$ cat src/rtl/ccu_cmd_ctrl_if.sv
// Request/response byte-beat bus between CCU unpack/pack and the command
// controller, plus the config register port.
interface ccu_cmd_ctrl_if;
  localparam int unsigned ID_W   = 16;
  localparam int unsigned LEN_W  = 13;
  localparam int unsigned BYTE_W = 8;

  logic              unpack_busy;
  logic              unpack_en;
  logic [ID_W-1:0]   unpack_pack_id;
  logic [LEN_W-1:0]  unpack_pack_length;
  logic [BYTE_W-1:0] unpack_pack_data;
  logic [BYTE_W-1:0] unpack_pack_type;

  logic              pack_busy;
  logic              pack_dv;
  logic [ID_W-1:0]   pack_pack_id;
  logic [LEN_W-1:0]  pack_pack_length;
  logic [BYTE_W-1:0] pack_pack_data;
  logic [BYTE_W-1:0] pack_pack_type;

  logic              cfg_wr_en;
  logic [BYTE_W-1:0] cfg_addr;
  logic [BYTE_W-1:0] cfg_wdata;
  logic [BYTE_W-1:0] cfg_rdata;

  modport slave (
    input  unpack_en, unpack_pack_id, unpack_pack_length, unpack_pack_data,
           unpack_pack_type, pack_busy, cfg_rdata,
    output unpack_busy, pack_dv, pack_pack_id, pack_pack_length, pack_pack_data,
           pack_pack_type, cfg_wr_en, cfg_addr, cfg_wdata
  );

  modport master (
    output unpack_en, unpack_pack_id, unpack_pack_length, unpack_pack_data,
           unpack_pack_type, pack_busy, cfg_rdata,
    input  unpack_busy, pack_dv, pack_pack_id, pack_pack_length, pack_pack_data,
           pack_pack_type, cfg_wr_en, cfg_addr, cfg_wdata
  );
endinterface

$ cat src/rtl/ccu_cmd_ctrl.sv
// Command controller: collects one request packet, executes PING/WRITE/READ
// against the config port, and streams back a single response packet.
module ccu_cmd_ctrl #(
  parameter int unsigned BUF_DEPTH = 16,
  parameter logic [7:0]  NAK_TYPE  = 8'hFF
) (
  input  logic           clk,
  input  logic           rst,
  ccu_cmd_ctrl_if.slave  ccu_io
);

  localparam int unsigned PTR_W = (BUF_DEPTH > 1) ? $clog2(BUF_DEPTH) : 1;
  localparam int unsigned LEN_W = 13;

  localparam logic [7:0] TYPE_PING  = 8'h01;
  localparam logic [7:0] TYPE_WRITE = 8'h02;
  localparam logic [7:0] TYPE_READ  = 8'h03;
  localparam logic [7:0] RSP_PING   = 8'h81;
  localparam logic [7:0] RSP_WRITE  = 8'h82;
  localparam logic [7:0] RSP_READ   = 8'h83;

  typedef enum logic [2:0] {S_IDLE, S_RX, S_EXEC, S_RD_WAIT, S_TX} state_e;
  typedef enum logic [1:0] {CMD_PING, CMD_WRITE, CMD_READ, CMD_NAK} cmd_e;

  state_e            state_q;
  cmd_e              cmd_q;
  logic [15:0]       id_q;
  logic [LEN_W-1:0]  len_q;
  logic [7:0]        type_q;
  logic [LEN_W-1:0]  rx_cnt_q;
  logic [LEN_W-1:0]  tx_cnt_q;
  logic [7:0]        buf_q [BUF_DEPTH];

  logic              unpack_busy_q;
  logic              pack_dv_q;
  logic [15:0]       pack_id_q;
  logic [LEN_W-1:0]  pack_len_q;
  logic [7:0]        pack_data_q;
  logic [7:0]        pack_type_q;
  logic              cfg_wr_en_q;
  logic [7:0]        cfg_addr_q;
  logic [7:0]        cfg_wdata_q;

  logic              rx_acc_c;
  logic              tx_acc_c;
  logic              first_c;
  logic              last_c;
  logic              tx_last_c;
  logic [LEN_W-1:0]  eff_len_c;
  logic [7:0]        eff_type_c;
  logic [7:0]        byte0_c;
  logic [LEN_W-1:0]  wr_idx_c;
  cmd_e              dec_cmd_c;

  assign first_c    = (state_q == S_IDLE);
  assign rx_acc_c   = ccu_io.unpack_en && !unpack_busy_q &&
                      ((state_q == S_IDLE) || (state_q == S_RX));
  assign tx_acc_c   = (state_q == S_TX) && pack_dv_q && !ccu_io.pack_busy;
  assign eff_len_c  = first_c ? ccu_io.unpack_pack_length : len_q;
  assign eff_type_c = first_c ? ccu_io.unpack_pack_type   : type_q;
  assign byte0_c    = first_c ? ccu_io.unpack_pack_data   : buf_q[0];
  assign wr_idx_c   = first_c ? '0 : rx_cnt_q;
  assign last_c     = first_c ? (ccu_io.unpack_pack_length <= LEN_W'(1))
                              : ((rx_cnt_q + LEN_W'(1)) == len_q);
  assign tx_last_c  = (pack_len_q <= LEN_W'(1)) || ((tx_cnt_q + LEN_W'(1)) == pack_len_q);

  // Decode is evaluated on the last request beat so cfg strobes are registered into EXEC.
  always_comb begin
    dec_cmd_c = CMD_NAK;
    case (eff_type_c)
      TYPE_PING:  if (eff_len_c <= LEN_W'(BUF_DEPTH)) dec_cmd_c = CMD_PING;
      TYPE_WRITE: if (eff_len_c == LEN_W'(2))         dec_cmd_c = CMD_WRITE;
      TYPE_READ:  if (eff_len_c == LEN_W'(1))         dec_cmd_c = CMD_READ;
      default:    dec_cmd_c = CMD_NAK;
    endcase
  end

  // Payload buffer; bytes beyond BUF_DEPTH are dropped.
  always_ff @(posedge clk) begin
    if (rx_acc_c && (wr_idx_c < LEN_W'(BUF_DEPTH))) begin
      buf_q[PTR_W'(wr_idx_c)] <= ccu_io.unpack_pack_data;
    end
  end

  always_ff @(posedge clk) begin
    if (rst) begin
      state_q       <= S_IDLE;
      cmd_q         <= CMD_NAK;
      id_q          <= '0;
      len_q         <= '0;
      type_q        <= '0;
      rx_cnt_q      <= '0;
      tx_cnt_q      <= '0;
      unpack_busy_q <= 1'b0;
      pack_dv_q     <= 1'b0;
      pack_id_q     <= '0;
      pack_len_q    <= '0;
      pack_data_q   <= '0;
      pack_type_q   <= '0;
      cfg_wr_en_q   <= 1'b0;
      cfg_addr_q    <= '0;
      cfg_wdata_q   <= '0;
    end else begin
      cfg_wr_en_q <= 1'b0;
      case (state_q)
        S_IDLE, S_RX: begin
          if (rx_acc_c) begin
            if (first_c) begin
              id_q   <= ccu_io.unpack_pack_id;
              len_q  <= ccu_io.unpack_pack_length;
              type_q <= ccu_io.unpack_pack_type;
            end
            if (last_c) begin
              state_q       <= S_EXEC;
              rx_cnt_q      <= '0;
              unpack_busy_q <= 1'b1;
              cmd_q         <= dec_cmd_c;
              if ((dec_cmd_c == CMD_WRITE) || (dec_cmd_c == CMD_READ)) begin
                cfg_addr_q <= byte0_c;
              end
              if (dec_cmd_c == CMD_WRITE) begin
                cfg_wr_en_q <= 1'b1;
                cfg_wdata_q <= ccu_io.unpack_pack_data;
              end
            end else begin
              state_q  <= S_RX;
              rx_cnt_q <= wr_idx_c + LEN_W'(1);
            end
          end
        end
        S_EXEC: begin
          pack_id_q <= id_q;
          tx_cnt_q  <= '0;
          state_q   <= S_TX;
          pack_dv_q <= 1'b1;
          case (cmd_q)
            CMD_PING: begin
              pack_type_q <= RSP_PING;
              pack_len_q  <= len_q;
              pack_data_q <= (len_q == '0) ? 8'h00 : buf_q[0];
            end
            CMD_WRITE: begin
              pack_type_q <= RSP_WRITE;
              pack_len_q  <= LEN_W'(1);
              pack_data_q <= 8'h00;
            end
            CMD_READ: begin
              state_q   <= S_RD_WAIT;
              pack_dv_q <= 1'b0;
            end
            default: begin
              pack_type_q <= NAK_TYPE;
              pack_len_q  <= LEN_W'(1);
              pack_data_q <= type_q;
            end
          endcase
        end
        S_RD_WAIT: begin
          pack_type_q <= RSP_READ;
          pack_len_q  <= LEN_W'(1);
          pack_data_q <= ccu_io.cfg_rdata;
          pack_dv_q   <= 1'b1;
          state_q     <= S_TX;
        end
        S_TX: begin
          if (tx_acc_c) begin
            if (tx_last_c) begin
              state_q       <= S_IDLE;
              pack_dv_q     <= 1'b0;
              unpack_busy_q <= 1'b0;
              tx_cnt_q      <= '0;
            end else begin
              tx_cnt_q    <= tx_cnt_q + LEN_W'(1);
              pack_data_q <= buf_q[PTR_W'(tx_cnt_q + LEN_W'(1))];
            end
          end
        end
        default: begin
          state_q       <= S_IDLE;
          pack_dv_q     <= 1'b0;
          unpack_busy_q <= 1'b0;
        end
      endcase
    end
  end

  assign ccu_io.unpack_busy      = unpack_busy_q;
  assign ccu_io.pack_dv          = pack_dv_q;
  assign ccu_io.pack_pack_id     = pack_id_q;
  assign ccu_io.pack_pack_length = pack_len_q;
  assign ccu_io.pack_pack_data   = pack_data_q;
  assign ccu_io.pack_pack_type   = pack_type_q;
  assign ccu_io.cfg_wr_en        = cfg_wr_en_q;
  assign ccu_io.cfg_addr         = cfg_addr_q;
  assign ccu_io.cfg_wdata        = cfg_wdata_q;

endmodule
$ cat src/flat_wrapper.sv
// flat-port wrapper written by rule: the top's interface ports become plain ports
module ccu_cmd_ctrl_flat 
#(
  parameter int unsigned BUF_DEPTH = 16,
  parameter logic [7:0]  NAK_TYPE  = 8'hFF
)
  (clk, rst, ccu_io_unpack_en, ccu_io_unpack_pack_id, ccu_io_unpack_pack_length, ccu_io_unpack_pack_data, ccu_io_unpack_pack_type, ccu_io_pack_busy, ccu_io_cfg_rdata, ccu_io_unpack_busy, ccu_io_pack_dv, ccu_io_pack_pack_id, ccu_io_pack_pack_length, ccu_io_pack_pack_data, ccu_io_pack_pack_type, ccu_io_cfg_wr_en, ccu_io_cfg_addr, ccu_io_cfg_wdata);
  ccu_cmd_ctrl_if ccu_io_i ();
  input  logic clk;
  input  logic rst;
  input wire logic [$bits(ccu_io_i.unpack_en)-1:0] ccu_io_unpack_en;
  input wire logic [$bits(ccu_io_i.unpack_pack_id)-1:0] ccu_io_unpack_pack_id;
  input wire logic [$bits(ccu_io_i.unpack_pack_length)-1:0] ccu_io_unpack_pack_length;
  input wire logic [$bits(ccu_io_i.unpack_pack_data)-1:0] ccu_io_unpack_pack_data;
  input wire logic [$bits(ccu_io_i.unpack_pack_type)-1:0] ccu_io_unpack_pack_type;
  input wire logic [$bits(ccu_io_i.pack_busy)-1:0] ccu_io_pack_busy;
  input wire logic [$bits(ccu_io_i.cfg_rdata)-1:0] ccu_io_cfg_rdata;
  output wire logic [$bits(ccu_io_i.unpack_busy)-1:0] ccu_io_unpack_busy;
  output wire logic [$bits(ccu_io_i.pack_dv)-1:0] ccu_io_pack_dv;
  output wire logic [$bits(ccu_io_i.pack_pack_id)-1:0] ccu_io_pack_pack_id;
  output wire logic [$bits(ccu_io_i.pack_pack_length)-1:0] ccu_io_pack_pack_length;
  output wire logic [$bits(ccu_io_i.pack_pack_data)-1:0] ccu_io_pack_pack_data;
  output wire logic [$bits(ccu_io_i.pack_pack_type)-1:0] ccu_io_pack_pack_type;
  output wire logic [$bits(ccu_io_i.cfg_wr_en)-1:0] ccu_io_cfg_wr_en;
  output wire logic [$bits(ccu_io_i.cfg_addr)-1:0] ccu_io_cfg_addr;
  output wire logic [$bits(ccu_io_i.cfg_wdata)-1:0] ccu_io_cfg_wdata;
  assign ccu_io_i.unpack_en = ccu_io_unpack_en;
  assign ccu_io_i.unpack_pack_id = ccu_io_unpack_pack_id;
  assign ccu_io_i.unpack_pack_length = ccu_io_unpack_pack_length;
  assign ccu_io_i.unpack_pack_data = ccu_io_unpack_pack_data;
  assign ccu_io_i.unpack_pack_type = ccu_io_unpack_pack_type;
  assign ccu_io_i.pack_busy = ccu_io_pack_busy;
  assign ccu_io_i.cfg_rdata = ccu_io_cfg_rdata;
  assign ccu_io_unpack_busy = ccu_io_i.unpack_busy;
  assign ccu_io_pack_dv = ccu_io_i.pack_dv;
  assign ccu_io_pack_pack_id = ccu_io_i.pack_pack_id;
  assign ccu_io_pack_pack_length = ccu_io_i.pack_pack_length;
  assign ccu_io_pack_pack_data = ccu_io_i.pack_pack_data;
  assign ccu_io_pack_pack_type = ccu_io_i.pack_pack_type;
  assign ccu_io_cfg_wr_en = ccu_io_i.cfg_wr_en;
  assign ccu_io_cfg_addr = ccu_io_i.cfg_addr;
  assign ccu_io_cfg_wdata = ccu_io_i.cfg_wdata;
  ccu_cmd_ctrl #(.BUF_DEPTH(BUF_DEPTH), .NAK_TYPE(NAK_TYPE)) u_core (.clk(clk), .rst(rst), .ccu_io(ccu_io_i));
endmodule
$ cat config.mk
export PLATFORM = sky130hd
export DESIGN_NAME = ccu_cmd_ctrl_flat
export DESIGN_NICKNAME = d
export VERILOG_FILES = /design/src/rtl/ccu_cmd_ctrl_if.sv /design/src/rtl/ccu_cmd_ctrl.sv /design/src/flat_wrapper.sv
export SDC_FILE = /design/constraint.sdc
export NUM_CORES = 1
export LEC_CHECK = 0
export CAP_MARGIN = 20
export CORE_ASPECT_RATIO = 0.75
export CORE_MARGIN = 8
export CORE_UTILIZATION = 52
export CTS_BUF_LIST = sky130_fd_sc_hd__clkbuf_16
export CTS_CLUSTER_SIZE = 40
export DETAILED_ROUTE_END_ITERATION = 12
export PLACE_DENSITY = 0.79
export SLEW_MARGIN = 20
export SYNTH_ARGS = -nofsm -noshare
export SYNTH_HDL_FRONTEND = slang
export SYNTH_SLANG_ARGS = --single-unit
$ cat constraint.sdc
create_clock -name clk -period 2.7 [get_ports clk]
set_input_delay 0.675 -clock clk [delete_from_list [all_inputs] [get_ports clk]]
set_output_delay 0.675 -clock clk [all_outputs]
set_load 0.02 [all_outputs]
* After elaboration in Yosys (flattened, before gate mapping)
Memory sizes are Yosys's and may differ from the RTL's.
Cells that the tools add are included.
** Storage, ports and cells
- Register bits after elaboration :: 132
- Memory bits (writable) :: 128
- Input port bits :: 57
- Output and inout bits :: 64
- Word-level logic and storage cells :: 117
- Memories :: 1
** Memories
- u_core.buf_q :: depth 16, width 8, read ports 2, clocked after memory_dff 0, write ports 1, line ccu_cmd_ctrl.sv:32 : logic [7:0] buf_q [BUF_DEPTH];
** Cells by class
- Add/sub/neg operators :: 3
- Order comparisons :: 4
- Equality and inequality tests :: 21
- Muxes and demuxes :: 38
- Bitwise logic cells :: 4
- Reductions and logical operators :: 30
** Operators by type and width (count)
- one-hot mux 13 bit (2 select lines) :: 3
- one-hot mux 8 bit (3 select lines) :: 3
- two-way mux 13 bit :: 5
- two-way mux 8 bit :: 5
- adder 13 x 1 -> 13 bit, second input constant :: 3
- equality test 13 bit :: 2
- less-or-equal comparator 13 x 1 -> 1 bit, second input constant :: 2
- equality test 8 x 2 -> 1 bit, second input constant :: 2
- one-hot mux 8 bit (2 select lines) :: 1
- equality test 13 x 1 -> 1 bit, second input constant :: 1
- equality test 13 x 2 -> 1 bit, second input constant :: 1
- less-or-equal comparator 13 x 5 -> 1 bit, second input constant :: 1
- logical NOT 13 bit :: 1
- < comparator 13 x 5 -> 1 bit, second input constant :: 1
- two-way mux 3 bit :: 4
- one-hot mux 3 bit (4 select lines) :: 1
- AND reduction 3 bit :: 4
- AND reduction 4 bit :: 3
- two-way mux 1 bit :: 10
- equality test 8 x 1 -> 1 bit, second input constant :: 1
- inequality test 2 x 1 -> 1 bit, second input constant :: 4
- equality test 3 x 2 -> 1 bit, second input constant :: 2
- two-way mux 2 bit :: 3
- one-hot mux 2 bit (3 select lines) :: 1
- 19 further kinds :: 36

* Depth between registers and ports, before layout
- Word-level depth :: 8
- Gate-level depth with buffers :: 14
- Depth with buffers taken out :: 11

* Worst setup path after synthesis
OpenSTA, ideal clock, no wires.
- Path kind :: register to register
- Start point :: reg u_core.state_q[0]
- End point :: mem u_core.buf_q[15][0] (enable)
- Setup time :: 0.395 ns
- Arrival :: 2.392 ns
- Required time :: 2.305 ns
- Path slack :: -0.087 ns
- Stages on the path, launching flop included :: 10
- Path buffers :: 3
- Period minus slack after synthesis :: 2.787 ns
- Cell sequence :: dfxtp_1 > buf_2 > or3_1 > buf_2 > clkbuf_1 > nand2_1 > inv_1 > ha_1 > nand3_1 > nor4_1
** Between the ends
- Word-level cells in the longest chain between the ends :: 6
- Elaborated cells on any way between the ends :: 9
- Classes of those cells :: order compare: 1; eq/ne: 1; mux: 3; reduce/logical: 4
** Ends and longest elaborated chain
- start: declaration :: line ccu_cmd_ctrl.sv:25 : state_e state_q;
- start signal: assignment :: line ccu_cmd_ctrl.sv:87 : state_q <= S_IDLE;
- start signal: assignment :: line ccu_cmd_ctrl.sv:114 : state_q <= S_EXEC;
- start signal: assignment :: line ccu_cmd_ctrl.sv:126 : state_q <= S_RX;
- logical NOT 3 bit or equality test 3 x 1 -> 1 bit (tied branches) :: line ccu_cmd_ctrl.sv:55, ccu_cmd_ctrl.sv:57
- two-way mux 13 bit or logical OR 1 bit (tied branches) :: line ccu_cmd_ctrl.sv:62, ccu_cmd_ctrl.sv:57
- < comparator 13 x 5 -> 1 bit or logical AND 1 bit (tied branches) :: line ccu_cmd_ctrl.sv:80, ccu_cmd_ctrl.sv:56
- logical AND 1 bit :: line ccu_cmd_ctrl.sv:80 : if (rx_acc_c && (wr_idx_c < LEN_W'(BUF_DEPTH))) begin
- two-way mux 1 bit :: line ccu_cmd_ctrl.sv:80
- two-way mux 1 bit (not written as such) :: line ccu_cmd_ctrl.sv:81 : buf_q[PTR_W'(wr_idx_c)] <= ccu_io.unpack_pack_data;
- end: declaration :: line ccu_cmd_ctrl.sv:32
Parallel ways exist; a longest one is shown, timed or not.

* Worst setup path in the final report
- Start point :: in ccu_io_unpack_pack_type[6]
- End point :: reg u_core.cfg_wdata_q[1], in the netlist u_core.ccu_io.cfg_wdata[1]
** Between the ends
- Word-level cells in the longest chain between the ends :: 5
- Elaborated cells on any way between the ends :: 7
- Classes of those cells :: eq/ne: 4; mux: 2; reduce/logical: 1
** Ends and longest elaborated chain
- start: declaration :: line flat_wrapper.sv:15 : input wire logic [$bits(ccu_io_i.unpack_pack_type)-1:0] ccu_io_unpack_pack_type;
- two-way mux 8 bit *
- equality test 8 x 2 -> 1 bit or equality test 8 x 1 -> 1 bit (tied branches) :: line ccu_cmd_ctrl.sv:70 : case (eff_type_c)
- one-hot mux 2 bit (3 select lines) * :: line ccu_cmd_ctrl.sv:70
- equality test 2 x 1 -> 1 bit * :: line ccu_cmd_ctrl.sv:121 : if (dec_cmd_c == CMD_WRITE) begin
- AND reduction 4 bit (no line) *
- end signal: assignment :: line ccu_cmd_ctrl.sv:123 : cfg_wdata_q <= ccu_io.unpack_pack_data;
- end: declaration :: line ccu_cmd_ctrl.sv:42 : logic [7:0] cfg_wdata_q;
Every way passes the cells marked *; elsewhere a longest branch is shown, timed or not.
A chain may end at the register's enable or synchronous reset.

==> metrics <==
layout cell share with drive strength beyond 1=20.16%; Seq/Total Area, Yosys=53.80%; fin area=0.01534 mm2; area occupied by multi-input gates=0.005353 mm2; I/O Pins=121; Post-synth EDFFs=128; Slew Limit Fails=0; Detail Route Antenna Nets=0; Vias per Instance=6.108; largest net degree at the start of global routing=65; critical path, cell by cell=clkdlybuf4s50_1 > nor4_1 > nand3_1 > buf_4 > a211oi_1 > o21a_1 > ha_4 > nand2_1 > o22ai_4 > buf_12 > mux2i_1; mapped cell area=0.01191 mm2; hold buffers post-CTS=0; Gate power share=8.7%; vias in the first global route=9391; # Max-Cap Violations=0; Slowest-stage cell, CP=clkdlybuf4s50_1; Placed Cells=1581; Sequential Area=0.006410 mm2; number of buffers created by CTS=25; DPL Wire Length=24840 um; Cell Int Power=6.151 mW; clk sinks=256; clock-pin slew on the worst setup and hold paths=0.06 ns; Power Density=527.3 mW/mm2; number of nets in the layout=1381; Required @ worst endpoint=3.15 ns; Hold Crit Class=register to register; delay of the slowest critical-path stage=0.44 ns; clk_lat worst skew=0.53 ns; WS Path Type=input pin to register; critical path endpoint category=register; fin crit share=98.98%; sw frac=23.95%; power after layout=8.089 mW; DR WL/cell=22.28 um; kind of start point of the critical path=input pin; synthesized net count=1185; P&R area growth vs syn=28.81%; Yosys reg bits=256; first-pass GRT wire length=54270 um; GRT overflow=0; Avg Cell Area, Syn=10.62 um2; Worst Hold Slack=0.4479 ns; DRC Markers=0; dpl cell area=0.01421 mm2; P_leak=5.138 nW; antenna violations before repair=0; final non-filler cell total=1636; crit path DAT=3.12 ns; Routed WL=36450 um; Max Root-Sink Buffers=3; Clock Power Share=39.5%; root buffer cell=clkbuf_16; peak supply drop=432.9 uV; Sw Pwr=1.937 mW; min cycle time layout=2.672 ns; Max-slew headroom=46.29%; Die ar.=0.02805 mm2; Final Util=67.39%; Die W=190.7 um; die height=147.1 um; Synth Instances=1121; clock skew=0.01719 ns; Worst Tran Pin Value=0.7983 ns; Post-Place Setup Slack=-0.7152 ns; iteration count of the initial detailed-routing pass=5; Initial Utilization=52.31%; Syn. warnings=0; ys flop type=edfxtp_1; Setup-failing EPs final=0; Final GP Congestion=0.9171; final hold viol count=0; CTS H-tree depth=1; Async SR Flop Fraction=0%; CORE AREA=0.02276 mm2; Synth cell types=78; Via Count=9993; FP Rows=48; status=finished clean; setup ws final=0.02763 ns; Initial DRC Count=1118; fillers=1644; Setup TNS=0 ns; input/output buffers=120; Max Fclk=374.2 MHz; CP max FO=8; Sequential Power Share=51.8%; gr usage total=24.47%; CTS tree=yes
[cells in the final DEF (no fill, tap or decap), types with 5 or more instances in the layout]
cell             count
a31oi_1              5
xnor2_1             23
nand4_1             12
o21ai_0             19
nand3_1             33
mux2i_1              9
o211ai_1            22
inv_1               26
buf_12              15
nor4_1              17
o21a_1               5
xor2_1              10
nor2_1              93
or3_1                7
nand2b_1             7
nand2_1            168
nor3_1              19
a21oi_1             77
o41ai_1              8
nor2b_1             11
clkinv_2             6
a211oi_2             9
dfxtp_1            125
a2111oi_4            5
mux4_2              32
mux2_2              16
and3_1              11
a22oi_1             30
edfxtp_1           128
buf_4              109
clkdlybuf4s50_1    118
clkbuf_16           28
and2_1              20
[layout make-up]
cell class | count | area share [%]
Tap cell | 300 | 2.447
Inverter | 19 | 0.4650
Multi-Input combinational cell | 767 | 34.90
Sequential cell | 256 | 41.79
Antenna cell | 2 | 0.03263
Clock inverter | 18 | 0.5302
Clock buffer | 26 | 4.242
Timing Repair Buffer | 248 | 15.60
[sequential cells by signal, summed over array words and instances (netlist names), 4 cells and up]
| signal | count |
|---|---|
| u_core.ccu_io.pack_pack_type | 4 |
| u_core.buf_q | 128 |
| u_core.rx_cnt_q | 13 |
| u_core.len_q | 13 |
| u_core.ccu_io.pack_pack_data | 8 |
| u_core.ccu_io.cfg_wdata | 8 |
| u_core.tx_cnt_q | 13 |
| u_core.id_q | 16 |
| u_core.ccu_io.pack_pack_length | 13 |
| u_core.ccu_io.cfg_addr | 8 |
| u_core.type_q | 8 |
| u_core.ccu_io.pack_pack_id | 16 |
[what timing repair did]
action                     in CTS  in global routing
cloned                          0                  2
setup endpoints to repair       8                 62
resized for setup              14                 41
setup buffers                   0                  7
pin swaps                       2                  9
hold endpoints to repair        0                  0
[worst max-delay path: cells and delay by family]
family / cells / cell delay [ns]
AOI/OAI and AO/OA: 3 / 0.66
adders and majority gates: 1 / 0.16
buffers and inverters: 3 / 0.81
muxes: 1 / 0.20
and+or+nand+nor: 3 / 0.60
[power groups by stage]
stage          clock [mW]  combinational (mW)  sequential [mW]
6_report             3.19               0.702             4.19
5_1_grt              3.37               0.748             4.19
4_1_cts              3.23               0.649             4.19
3_5_place_dp            0               0.638             4.27
3_3_place_gp            0               0.627             4.27
2_1_floorplan           0               0.296             4.26
[metal layers]
layer	routed length [um]	vias up	GRT usage, %
met1	15310	4855	35.26
met4	944	0	6.231
met2	16360	519	36.45
met5	0	-	0
met3	3838	68	5.921
li1	-	4551	-
[worst paths after layout]
kind	startpoint	end	slack [ns]	cells past startpoint
max	ccu_io_unpack_pack_type[6]	u_core.ccu_io.cfg_wdata[1]$_SDFFE_PP0P_	0.03	11
min	u_core.id_q[4]$_SDFFE_PP0P_	u_core.ccu_io.pack_pack_id[4]$_SDFFE_PP0P_	0.45	2
max reg2reg	u_core.len_q[0]$_SDFFE_PP0P_	u_core.ccu_io.cfg_wdata[1]$_SDFFE_PP0P_	0.07	9
min reg2reg	u_core.id_q[4]$_SDFFE_PP0P_	u_core.ccu_io.pack_pack_id[4]$_SDFFE_PP0P_	0.45	2
[cells in the mapped netlist, types with 16 or more instances]
library cell,instances,area (um2)
o21ai_0,20,100.1
nor4_1,19,118.9
clkbuf_1,44,165.2
o211ai_1,22,165.2
nor3_1,21,105.1
and2_1,20,125.1
nor2_1,94,352.8
nand3_1,33,165.2
mux4_2,32,720.7
edfxtp_1,128,3844
xnor2_1,23,201.4
nand2_1,169,634.4
mux2_2,16,180.2
dfxtp_1,128,2562
a21oi_1,77,385.4
inv_1,18,67.56
buf_2,24,120.1
a22oi_1,31,232.7
[cell families (layout without fill, tap and decap cells)]
logic type                 Yosys count  count (layout)  synth area share (%)
AOI/OAI and AO/OA                  228             228                 12.98
xor gates and xnor gates            34              34                 2.564
adders and majority gates            7               7                0.7355
buffers and inverters               98             311                 3.604
DFF                                256             256                 53.80
muxes                               57              57                 8.322
other                                0               2                     0
and+or+nand+nor                    441             441                 18.00
Power figures use the tool's default switching activity.
